$ cat src/rtl/shift_unit_seq_if.sv
// Handshake bundle for the sequential shifter: operand side (in_*), result
// side (out_*) and a busy flag. master drives operands, slave is the shifter.
interface shift_unit_seq_if #(
   parameter int XLEN = 32
) ();
   localparam int SHW = $clog2(XLEN);

   logic            in_valid;
   logic            in_ready;
   logic [XLEN-1:0] a;
   logic [SHW-1:0]  amount;
   logic            right;
   logic            arth;
   logic            rot;
   logic            out_valid;
   logic            out_ready;
   logic [XLEN-1:0] result;
   logic            busy;

   modport master (
      output in_valid, a, amount, right, arth, rot, out_ready,
      input  in_ready, out_valid, result, busy
   );

   modport slave (
      input  in_valid, a, amount, right, arth, rot, out_ready,
      output in_ready, out_valid, result, busy
   );
endinterface

$ cat src/rtl/shift_unit_seq.sv
// Iterative shifter: SLL/SRL/SRA/ROL/ROR on an XLEN-bit operand, moving at
// most STEP bits per cycle. IDLE accepts an operand, SHIFT walks the
// remaining distance down, DONE holds the result until the consumer takes it.
module shift_unit_seq #(
   parameter  int XLEN = 32,
   parameter  int STEP = 1,
   localparam int SHW  = $clog2(XLEN)
) (
   input logic              clk,
   input logic              rst,
   shift_unit_seq_if.slave  bus
);

   typedef enum logic [1:0] {IDLE, SHIFT, DONE} state_t;

   localparam logic [SHW-1:0] STEP_V = SHW'(STEP);

   state_t          state;
   logic [XLEN-1:0] acc;
   logic [SHW-1:0]  rem;
   logic            m_right;
   logic            m_arth;
   logic            m_rot;
   logic [SHW-1:0]  k;

   // One partial shift of v by n bits; the fill always comes from v itself,
   // so SRA keeps re-reading the unchanged sign bit on every step.
   function automatic logic [XLEN-1:0] shift_op(
      input logic [XLEN-1:0] v,
      input logic [SHW-1:0]  n,
      input logic            r,
      input logic            ar,
      input logic            ro
   );
      logic [2*XLEN-1:0] dbl;
      logic [XLEN-1:0]   res;
      dbl = {v, v};
      if (ro && r) begin
         dbl = dbl >> n;
         res = dbl[XLEN-1:0];
      end else if (ro) begin
         dbl = dbl << n;
         res = dbl[2*XLEN-1:XLEN];
      end else if (r && ar) begin
         res = XLEN'($signed(v) >>> n);
      end else if (r) begin
         res = v >> n;
      end else begin
         res = v << n;
      end
      return res;
   endfunction

   // Step size for this cycle: the full STEP, or the leftover tail.
   always_comb begin
      k = (rem < STEP_V) ? rem : STEP_V;
   end

   // Control FSM together with the accumulator, remaining count and mode.
   always_ff @(posedge clk or posedge rst) begin
      if (rst) begin
         state   <= IDLE;
         acc     <= '0;
         rem     <= '0;
         m_right <= 1'b0;
         m_arth  <= 1'b0;
         m_rot   <= 1'b0;
      end else begin
         case (state)
            IDLE: begin
               if (bus.in_valid) begin
                  acc     <= bus.a;
                  rem     <= bus.amount;
                  m_right <= bus.right;
                  m_arth  <= bus.arth;
                  m_rot   <= bus.rot;
                  state   <= (bus.amount == '0) ? DONE : SHIFT;
               end
            end
            SHIFT: begin
               acc   <= shift_op(acc, k, m_right, m_arth, m_rot);
               rem   <= rem - k;
               state <= (rem == k) ? DONE : SHIFT;
            end
            DONE: begin
               if (bus.out_ready) begin
                  state <= IDLE;
               end
            end
            default: state <= IDLE;
         endcase
      end
   end

   // Status outputs decode straight from the state register; in_ready is
   // also forced low while reset is asserted.
   assign bus.in_ready  = (state == IDLE) & ~rst;
   assign bus.out_valid = (state == DONE);
   assign bus.busy      = (state != IDLE);
   assign bus.result    = acc;

endmodule

$ cat src/flat_wrapper.sv
// flat-port wrapper written by rule: the top's interface ports become plain ports
module shift_unit_seq_flat 
#(
   parameter  int XLEN = 32,
   parameter  int STEP = 1,
   localparam int SHW  = $clog2(XLEN)
)
  (clk, rst, bus_in_valid, bus_a, bus_amount, bus_right, bus_arth, bus_rot, bus_out_ready, bus_in_ready, bus_out_valid, bus_result, bus_busy);
  shift_unit_seq_if #(.XLEN(XLEN)) bus_i ();
  input logic clk;
  input logic rst;
  input wire logic [$bits(bus_i.in_valid)-1:0] bus_in_valid;
  input wire logic [$bits(bus_i.a)-1:0] bus_a;
  input wire logic [$bits(bus_i.amount)-1:0] bus_amount;
  input wire logic [$bits(bus_i.right)-1:0] bus_right;
  input wire logic [$bits(bus_i.arth)-1:0] bus_arth;
  input wire logic [$bits(bus_i.rot)-1:0] bus_rot;
  input wire logic [$bits(bus_i.out_ready)-1:0] bus_out_ready;
  output wire logic [$bits(bus_i.in_ready)-1:0] bus_in_ready;
  output wire logic [$bits(bus_i.out_valid)-1:0] bus_out_valid;
  output wire logic [$bits(bus_i.result)-1:0] bus_result;
  output wire logic [$bits(bus_i.busy)-1:0] bus_busy;
  assign bus_i.in_valid = bus_in_valid;
  assign bus_i.a = bus_a;
  assign bus_i.amount = bus_amount;
  assign bus_i.right = bus_right;
  assign bus_i.arth = bus_arth;
  assign bus_i.rot = bus_rot;
  assign bus_i.out_ready = bus_out_ready;
  assign bus_in_ready = bus_i.in_ready;
  assign bus_out_valid = bus_i.out_valid;
  assign bus_result = bus_i.result;
  assign bus_busy = bus_i.busy;
  shift_unit_seq #(.XLEN(XLEN), .STEP(STEP)) u_core (.clk(clk), .rst(rst), .bus(bus_i));
endmodule
$ cat config.mk
export PLATFORM = sky130hd
export DESIGN_NAME = shift_unit_seq_flat
export DESIGN_NICKNAME = d
export VERILOG_FILES = /design/src/rtl/shift_unit_seq_if.sv /design/src/rtl/shift_unit_seq.sv /design/src/flat_wrapper.sv
export SDC_FILE = /design/constraint.sdc
export NUM_CORES = 1
export LEC_CHECK = 0
export ABC_AREA = 1
export CAP_MARGIN = 25
export CORE_MARGIN = 5
export CORE_UTILIZATION = 45
export DETAILED_ROUTE_END_ITERATION = 8
export PLACE_DENSITY = 0.74
export SYNTH_ARGS = -nofsm -noshare
export SYNTH_HDL_FRONTEND = slang
export SYNTH_SLANG_ARGS = --single-unit
$ cat constraint.sdc
create_clock -name clk -period 1.95 [get_ports clk]
set_clock_uncertainty 0.2 [all_clocks]
set_input_delay 0.195 -clock clk [delete_from_list [all_inputs] [get_ports clk]]
set_output_delay 0.195 -clock clk [all_outputs]
set_load 0.02 [all_outputs]
# == Word level (Yosys, flattened, before mapping) ==
# Index checks and enable logic that the tools add are counted.
# classes
n_addsub,1
n_mul,0
div,0
n_lt_le_gt_ge,1
eq_ne,5
shift,5
n_mux,14
n_bitwise,2
n_reduce_logical,9
# op_table
operator,count
32-bit 2-to-1 mux,5
32-bit case mux with 2 select lines,1
64-bit by 5-bit << shifter with 64-bit output,1
64-bit by 5-bit >> shifter with 32-bit output,1
32-bit by 5-bit << shifter with 32-bit output,1
32-bit by 5-bit >> shifter with 32-bit output,1
32-bit by 5-bit >>> shifter with 32-bit output,1
5-bit 2-to-1 mux,2
5-bit case mux with 2 select lines,1
2-bit 2-to-1 mux,4
2-bit case mux with 3 select lines,1
2-bit AND reduction,3
5-bit == test,1
5-bit zero test,1
"5-bit by 1-bit less-than comparator with 1-bit output, second input constant",1
5-bit subtractor,1
"2-bit != test, second input constant",2
2-bit nonzero test,2
"2-bit by 1-bit == test with 1-bit output, second input constant",1
"2-bit == test, second input constant",1
1-bit logical AND,2
2-bit zero test,1
1-bit AND,1
1-bit NOT,1
# totals
ff_bits,42
latch_bits,0
ramBits,0
rom_bits,0
in_bits,44
output_inout_bits,35
wordCells,43
memories,0

# == Logic depth before layout (Yosys ltp) ==
# Gate-level depths: netlist of run 1.
# logic_depth
depth_word,8
ltp_mapped,10

# == Worst setup path before layout of run 1 ==
# No wires, ideal clock.
# synth_path
kind,register -> register
startpoint,register u_core.rem[4]
endpoint,register u_core.rem[2]
arrival_ns,1.423
path_slack_ns,0.244
path_stages_with_launch,8
n_path_buf,0
synth_period_minus_slack_ns,1.706
path_cell_list,dfrtp_1 -> nor2_2 -> a21oi_1 -> ha_1 -> or2_2 -> nand3_1 -> o211ai_1 -> o21ai_0
# synth_between
elab_chain_len,4
# synth_rtl
element,line,source
from (decl),shift_unit_seq.sv:20,logic [SHW-1:0] rem;
from (signal assigned),shift_unit_seq.sv:73,rem <= bus.amount;
from (signal assigned),shift_unit_seq.sv:82,rem <= rem - k;
5-bit by 1-bit less-than comparator with 1-bit output,shift_unit_seq.sv:56,k = (rem < STEP_V) ? rem : STEP_V;
5-bit 2-to-1 mux,shift_unit_seq.sv:56,
5-bit subtractor,shift_unit_seq.sv:82,
5-bit case mux with 2 select lines,shift_unit_seq.sv:69,case (state)
# Every way passes these cells.
# A chain may end at the register's enable or synchronous reset.

# == Worst setup path after layout of run 1 ==
# layout_path
startpoint,register u_core.state[0]
endpoint,output bus_in_ready
# layout_between
elab_chain_len,2
# layout_rtl
element,line,source
from (decl),shift_unit_seq.sv:18,state_t state;
from (signal assigned),shift_unit_seq.sv:77,state <= (bus.amount == '0) ? DONE : SHIFT;
from (signal assigned),shift_unit_seq.sv:83,state <= (rem == k) ? DONE : SHIFT;
2-bit zero test,shift_unit_seq.sv:97,assign bus.in_ready = (state == IDLE) & ~rst;
1-bit AND,shift_unit_seq.sv:97,
to (decl),flat_wrapper.sv:19,output wire logic [$bits(bus_i.in_ready)-1:0] bus_in_ready;
# Every way passes these cells.

==> results.toml, run 1 <==
[placement]
dp.cells = 648
dpl.hpwl_um = 5920
io_buffer_count = 78
gp_congestion = 0.934

[synth]
ys_ff_latch = 42
syn_avg_cell_area_um2 = 6.18
synth.distinct_cells = 27
yosysWarnings = 0
syn_inst = 499
synth_nets = 545
yosysSeqAreaShare_pct = 34.1
netlist_area_mm2 = 0.00308

[power]
leakage_nw = 2.13
ir_drop_mv = 1.00
p_int_mw = 3.78
power_frac_seq_pct = 24.1
power_switching_share_pct = 50.5
p_clk_share_pct = 9.4
comb_power_share_pct = 66.6
total_power_mw = 7.63
cellPowerDensity_mw_per_mm2 = 1880
p_sw_mw = 3.85

[global_routing]
grt_pass1_wl_um = 14100
grt_pass1_vias = 3106
grt_max_degree = 43
track_usage_pct = 19.7
grt-ovfl-total = 0
antenna_found_initial = 0

[final_layout]
multiInputGateArea_mm2 = 0.00167
drive_gt1_share_pct = 10.2
nNetsFinal = 621
nFillCells = 644
finalNonFillerCells = 656
n_antenna_cell = 0
seq_area_mm2 = 0.00105
final_util_pct = 60.4
area_delta_synth_final_pct = 31.6

[clocking]
hold_buffers = 0
clk_latency_ps = 300
numCtsBuffers = 5
post_cts_buffers = 0
h-tree-depth = 2
cts_tree = "built"
clk_pin_slew_ps = 90
cts_num_sinks = 42
clockRootBuffer = "clkbuf_8"
clockBufferDepth = 2

[route]
ant_nets = 0
drt_iter0_drc = 221
drtPass1Iterations = 5
drc = 0
viasPerCell = 4.99
routed_wl_um = 8130
vias = 3272
wl_per_cell_um = 12.4

[setup_path]
cp-end-kind = "primary output"
max_stage_delay_ps = 440
path_buf_inv = 2
cp-start-kind = "flop"
slowest_stage = "dfrtp_1"
worstPathCellList = "inv_4, nand2_1, nor2_1, dlygate4sd2_1"
crit_required_ps = 1550
critPathKind = "reg -> out"
path_max_fanout = 5
cp_data_arrival_time_ps = 1430
path_delay_family = "buffers and inverters"

[die]
dieHeight_um = 92.8
ios = 79
die-area_mm2 = 0.00861
initial_utilization_pct = 45.9
design.core.area_mm2 = 0.00672
fp.dieW_um = 92.8
core.rowCount = 30

[status]
status = "completed"

[sta]
slew_violations = 0
slew_headroom_pct = 72.1
timing.fmax_ghz = 0.547
fin_crit_sh_pct = 93.7
finalHoldViolCount = 0
setup_viol = 0
max_slew.worst_pin.slew_ps = 414
min_period_ps = 1830

[worst_hold_path]
holdCritPathClass = "in -> async"

[flow_run]
cap_violations = 0
## Yosys cell counts
master,n,area [um2]
nand3_4,2,35.0
dfrtp_1,42,1050
mux2_2,1,11.3
buf_1,1,3.75
clkbuf_1,8,30.0
o21ai_0,10,50.1
ha_1,2,25.0
nand3_1,40,200
o22ai_1,2,12.5
o31ai_2,1,12.5
nand2_8,1,20.0
o211ai_1,2,15.0
nor2_8,1,20.0
inv_4,3,18.8
buf_6,7,78.8
nor2_4,1,11.3
nor2_2,1,6.26
nand4_1,1,6.26
inv_2,21,78.8
inv_1,25,93.8
nor2_1,73,274
buf_2,3,15.0
nor4_1,1,6.26
a21oi_1,33,165
buf_4,7,52.6
or2_2,1,6.26
nand2_1,209,785
## worst register-to-register path, cell delays in order, from the launching register on
cell and delay, ps:
dfrtp_1 430, nor2_4 200, a21oi_2 120, ha_1 230, or2_2 290, nand3_1 80
o211ai_1 80, o21ai_0 80
## registers in the layout, indices dropped and copies added, names as in the netlist
name / flops
u_core.m_right: 1
u_core.rem: 5
u_core.state: 2
u_core.m_arth: 1
u_core.bus.result: 32
u_core.m_rot: 1
## cell usage in the layout, fill, tap and decap left out, drive strengths merged, types with 2 or more instances in the layout
cell type / instances
o22ai: 2
clkbuf: 5
dlygate4sd2: 3
clkinv: 3
o21ai: 10
clkdlybuf4s50: 75
nor2: 76
inv: 48
buf: 17
a21oi: 33
nand3: 42
nand2: 210
o211ai: 2
ha: 2
dfrtp: 42
## worst paths after layout
| check | from | slack [ps] | cells after the start | end |
|---|---|---|---|---|
| worst min-delay path | rst | 40 | 3 | u_core.state[0]$_DFFE_PP0P_ |
| min in group clk | bus_out_ready | 260 | 4 | u_core.state[1]$_DFFE_PP0P_ |
| max in group asynchronous | rst | 1280 | 3 | u_core.bus.result[10]$_DFFE_PP0P_ |
| worst max-delay path | u_core.state[0]$_DFFE_PP0P_ | 120 | 4 | bus_in_ready |
| worst min register to register | u_core.bus.result[9]$_DFFE_PP0P_ | 340 | 2 | u_core.bus.result[9]$_DFFE_PP0P_ |
| worst max register to register | u_core.rem[1]$_DFFE_PP0P_ | 170 | 7 | u_core.rem[2]$_DFFE_PP0P_ |
## power by group through the flow
stage | Clock [mW] | Combinational, mW | Sequential (mW)
6_report | 0.714 | 5.08 | 1.84
3_3_place_gp | 0 | 4.97 | 1.83
3_5_place_dp | 0 | 5.12 | 1.84
2_1_floorplan | 0 | 3.25 | 2.14
5_1_grt | 0.753 | 5.78 | 1.91
4_1_cts | 0.727 | 5.12 | 1.83
## routing by layer
layer  part of all wire [%]  global-route usage [%]  up-vias
li1                       -                       -     1686
met1                     45                    25.2     1480
met2                     48                    32.9       99
met3                    6.1                    4.39        7
met4                    1.2                    6.47        0
met5                      0                       0        -
## per-stage QoR
step / cell area [um2] / setup TNS [ps] / worst slack [ps] / hold WS (ps)
floorplan: 3080 / 0 / 244 / 145
global placement: 3950 / 0 / 199 / 312
detailed placement: 3950 / 0 / 106 / 324
CTS: 4060 / 0 / 103 / 64.1
global route: 4060 / -34.2 / -34.2 / 65.7
finish: 4060 / 0 / 123 / 40.3
## cell type report
cell class,count,share of cell area [%]
sequential,42,25.9
tap,80,2.47
inverter,49,4.72
multi-input combinational,382,41.0
timing repair buffer,95,23.2
clock buffer,5,1.70
clock inverter,3,0.986
## cells by family after synthesis
kind of cell | Yosys count | synth area share, %
AND/OR/NAND/NOR | 331 | 44.4
buffers and inverters | 75 | 12.0
AO/OA/AOI/OAI | 48 | 8.28
flip-flops | 42 | 34.1
adder cells (fa/ha/maj) | 2 | 0.811
multiplexers | 1 | 0.365
## what timing repair did
action	CTS	global route
setup endpoints to repair	3	2
endpoints found under the hold margin	0	0
resized for setup	3	1
pin swaps	0	0
No activity file was read; power rests on OpenSTA's default activity.
==> inputs of run 2 (changes only) <==
--- a/config.mk
+++ b/config.mk
@@ -7,6 +7,7 @@
 export LEC_CHECK = 0
 export ABC_AREA = 1
 export CAP_MARGIN = 25
+export CORE_ASPECT_RATIO = 1.4
 export CORE_MARGIN = 5
 export CORE_UTILIZATION = 45
 export DETAILED_ROUTE_END_ITERATION = 8
==> run 2 against run 1 <==
Net effect: final area grew 0.49%; sequential power is essentially flat; worst setup slack lost 15 ps; sequential share of layout area fell by 0.13 points; power is 0.47% lower; clock-buffer cell count grew 2; register-to-register slack lost 60 ps; die area rose by 0.28%; non-clock buffer count increased by 1; critical endpoint is now u_core.rem[2]$_DFFE_PP0P_.
==> results.toml, run 2 (synthesis gave the netlist of run 1 again) <==
[global_routing]
antenna_found_initial = 0
grt_pass1_wl_um = 13600
grt_pass1_vias = 3098
track_usage_pct = 19.5
grt_max_degree = 48
grt-ovfl-total = 0

[setup_path]
max_stage_delay_ps = 430
crit_required_ps = 1960
critPathKind = "reg -> reg"
slowest_stage = "dfrtp_1"
worstPathCellList = "nor2_2, a21oi_1, ha_1, or2_2, nand3_1, o211ai_1, o21ai_0"
cp-start-kind = "flop"
path_max_fanout = 4
cp_data_arrival_time_ps = 1850
cp-end-kind = "flop"

[clocking]
cts_tree = "built"
numCtsBuffers = 5
post_cts_buffers = 0
hold_buffers = 0
clockRootBuffer = "clkbuf_8"
clk_pin_slew_ps = 80
cts_num_sinks = 42
h-tree-depth = 2
clk_latency_ps = 290
clockBufferDepth = 2

[power]
total_power_mw = 7.60
leakage_nw = 2.14
ir_drop_mv = 1.13
cellPowerDensity_mw_per_mm2 = 1860

[final_layout]
area_delta_synth_final_pct = 32.3
largest_reg_flops = 32
finalNonFillerCells = 669
drive_gt1_share_pct = 9.88
final_common_cell = "nand2_1"
n_antenna_cell = 0
nNetsFinal = 622
final_cell_mix = "209 x nand2_1, 75 x clkdlybuf4s50_1, 73 x nor2_1, 42 x dfrtp_1, 40 x nand3_1"

[placement]
dp.cells = 661
dpl.hpwl_um = 6000
io_buffer_count = 78
gp_congestion = 0.893

[route]
drt_iter0_drc = 166
wl_per_cell_um = 12.2
vias = 3271
drtPass1Iterations = 5
drc = 0
viasPerCell = 4.89
routed_wl_um = 8130
ant_nets = 0

[die]
ios = 79
die-area_mm2 = 0.00863
fp.dieW_um = 80.0
dieHeight_um = 108
design.core.area_mm2 = 0.00661
initial_utilization_pct = 46.6
core.rowCount = 35

[sta]
slew_headroom_pct = 55.7
timing.fmax_ghz = 0.543
finalHoldViolCount = 0
fin_crit_sh_pct = 94.5
setup_viol = 0
tns_ps = 0
max_slew.worst_pin.slew_ps = 660
min_period_ps = 1840
slew_violations = 0
rsz0062_at_grt = "no"

[flow_run]
cap_violations = 0

[worst_hold_path]
holdCritPathClass = "in -> async"

[status]
status = "completed"
-- run 2: worst max-delay path: cells and delay by family, from the launching register on --
family	cells	cell delay, ps
DFF	1	430
and+or+nand+nor	3	590
adders and majority gates	1	230
AOI/OAI and AO/OA	3	300
-- run 2: final timing paths --
check                                                  start  cells past startpoint  slack, ps                           endpoint
max reg2reg                        u_core.rem[3]$_DFFE_PP0P_                      7        110          u_core.rem[2]$_DFFE_PP0P_
min in group clk                               bus_out_ready                      4        280        u_core.state[1]$_DFFE_PP0P_
min                                                      rst                      2         40   u_core.bus.result[3]$_DFFE_PP0P_
max in group asynchronous                                rst                      3        930          u_core.m_arth$_DFFE_PP0P_
min reg2reg                u_core.bus.result[19]$_DFFE_PP0P_                      2        340  u_core.bus.result[19]$_DFFE_PP0P_
max                                u_core.rem[3]$_DFFE_PP0P_                      7        110          u_core.rem[2]$_DFFE_PP0P_
-- run 2: through the flow --
step                      instance area [um2]  setup WS, ps  util (%)  hold slack, ps
after floorplan                          3080           244         -             145
after global placement                   3970           209      60.1             304
after detailed placement                 3970           157      60.1             319
after CTS                                4080          11.1      61.6            53.4
after global routing                     4080          28.7      61.7            65.6
final                                    4080           107      61.7            44.2
-- run 2: layer usage --
metal / GRT usage (%) / wire (um)
met1: 23.3 / 3380
met2: 35.4 / 4230
met3: 3.08 / 415
met4: 5.68 / 102
met5: 0 / 0
-- run 2: repair_timing --
action	in CTS	in global routing
endpoints found under the hold margin	0	0
setup endpoints to repair	2	1
resized for setup	2	1
-- run 2: power breakdown --
part / internal (mW) / leakage [nW] / switching (mW)
registers: 1.35 / 0.501 / 0.490
logic: 2.05 / 1.59 / 3.02
clock network: 0.384 / 0.0524 / 0.302
-- run 2: area by class of cell --
class	count	area, um2
clock buffers	7	76.3
clock inverters	1	30.0
fillers	635	2530
inverters	49	191
multi-input cells	382	1660
flip-flops and latches	42	1050
well taps	92	115
repair buffers	96	953
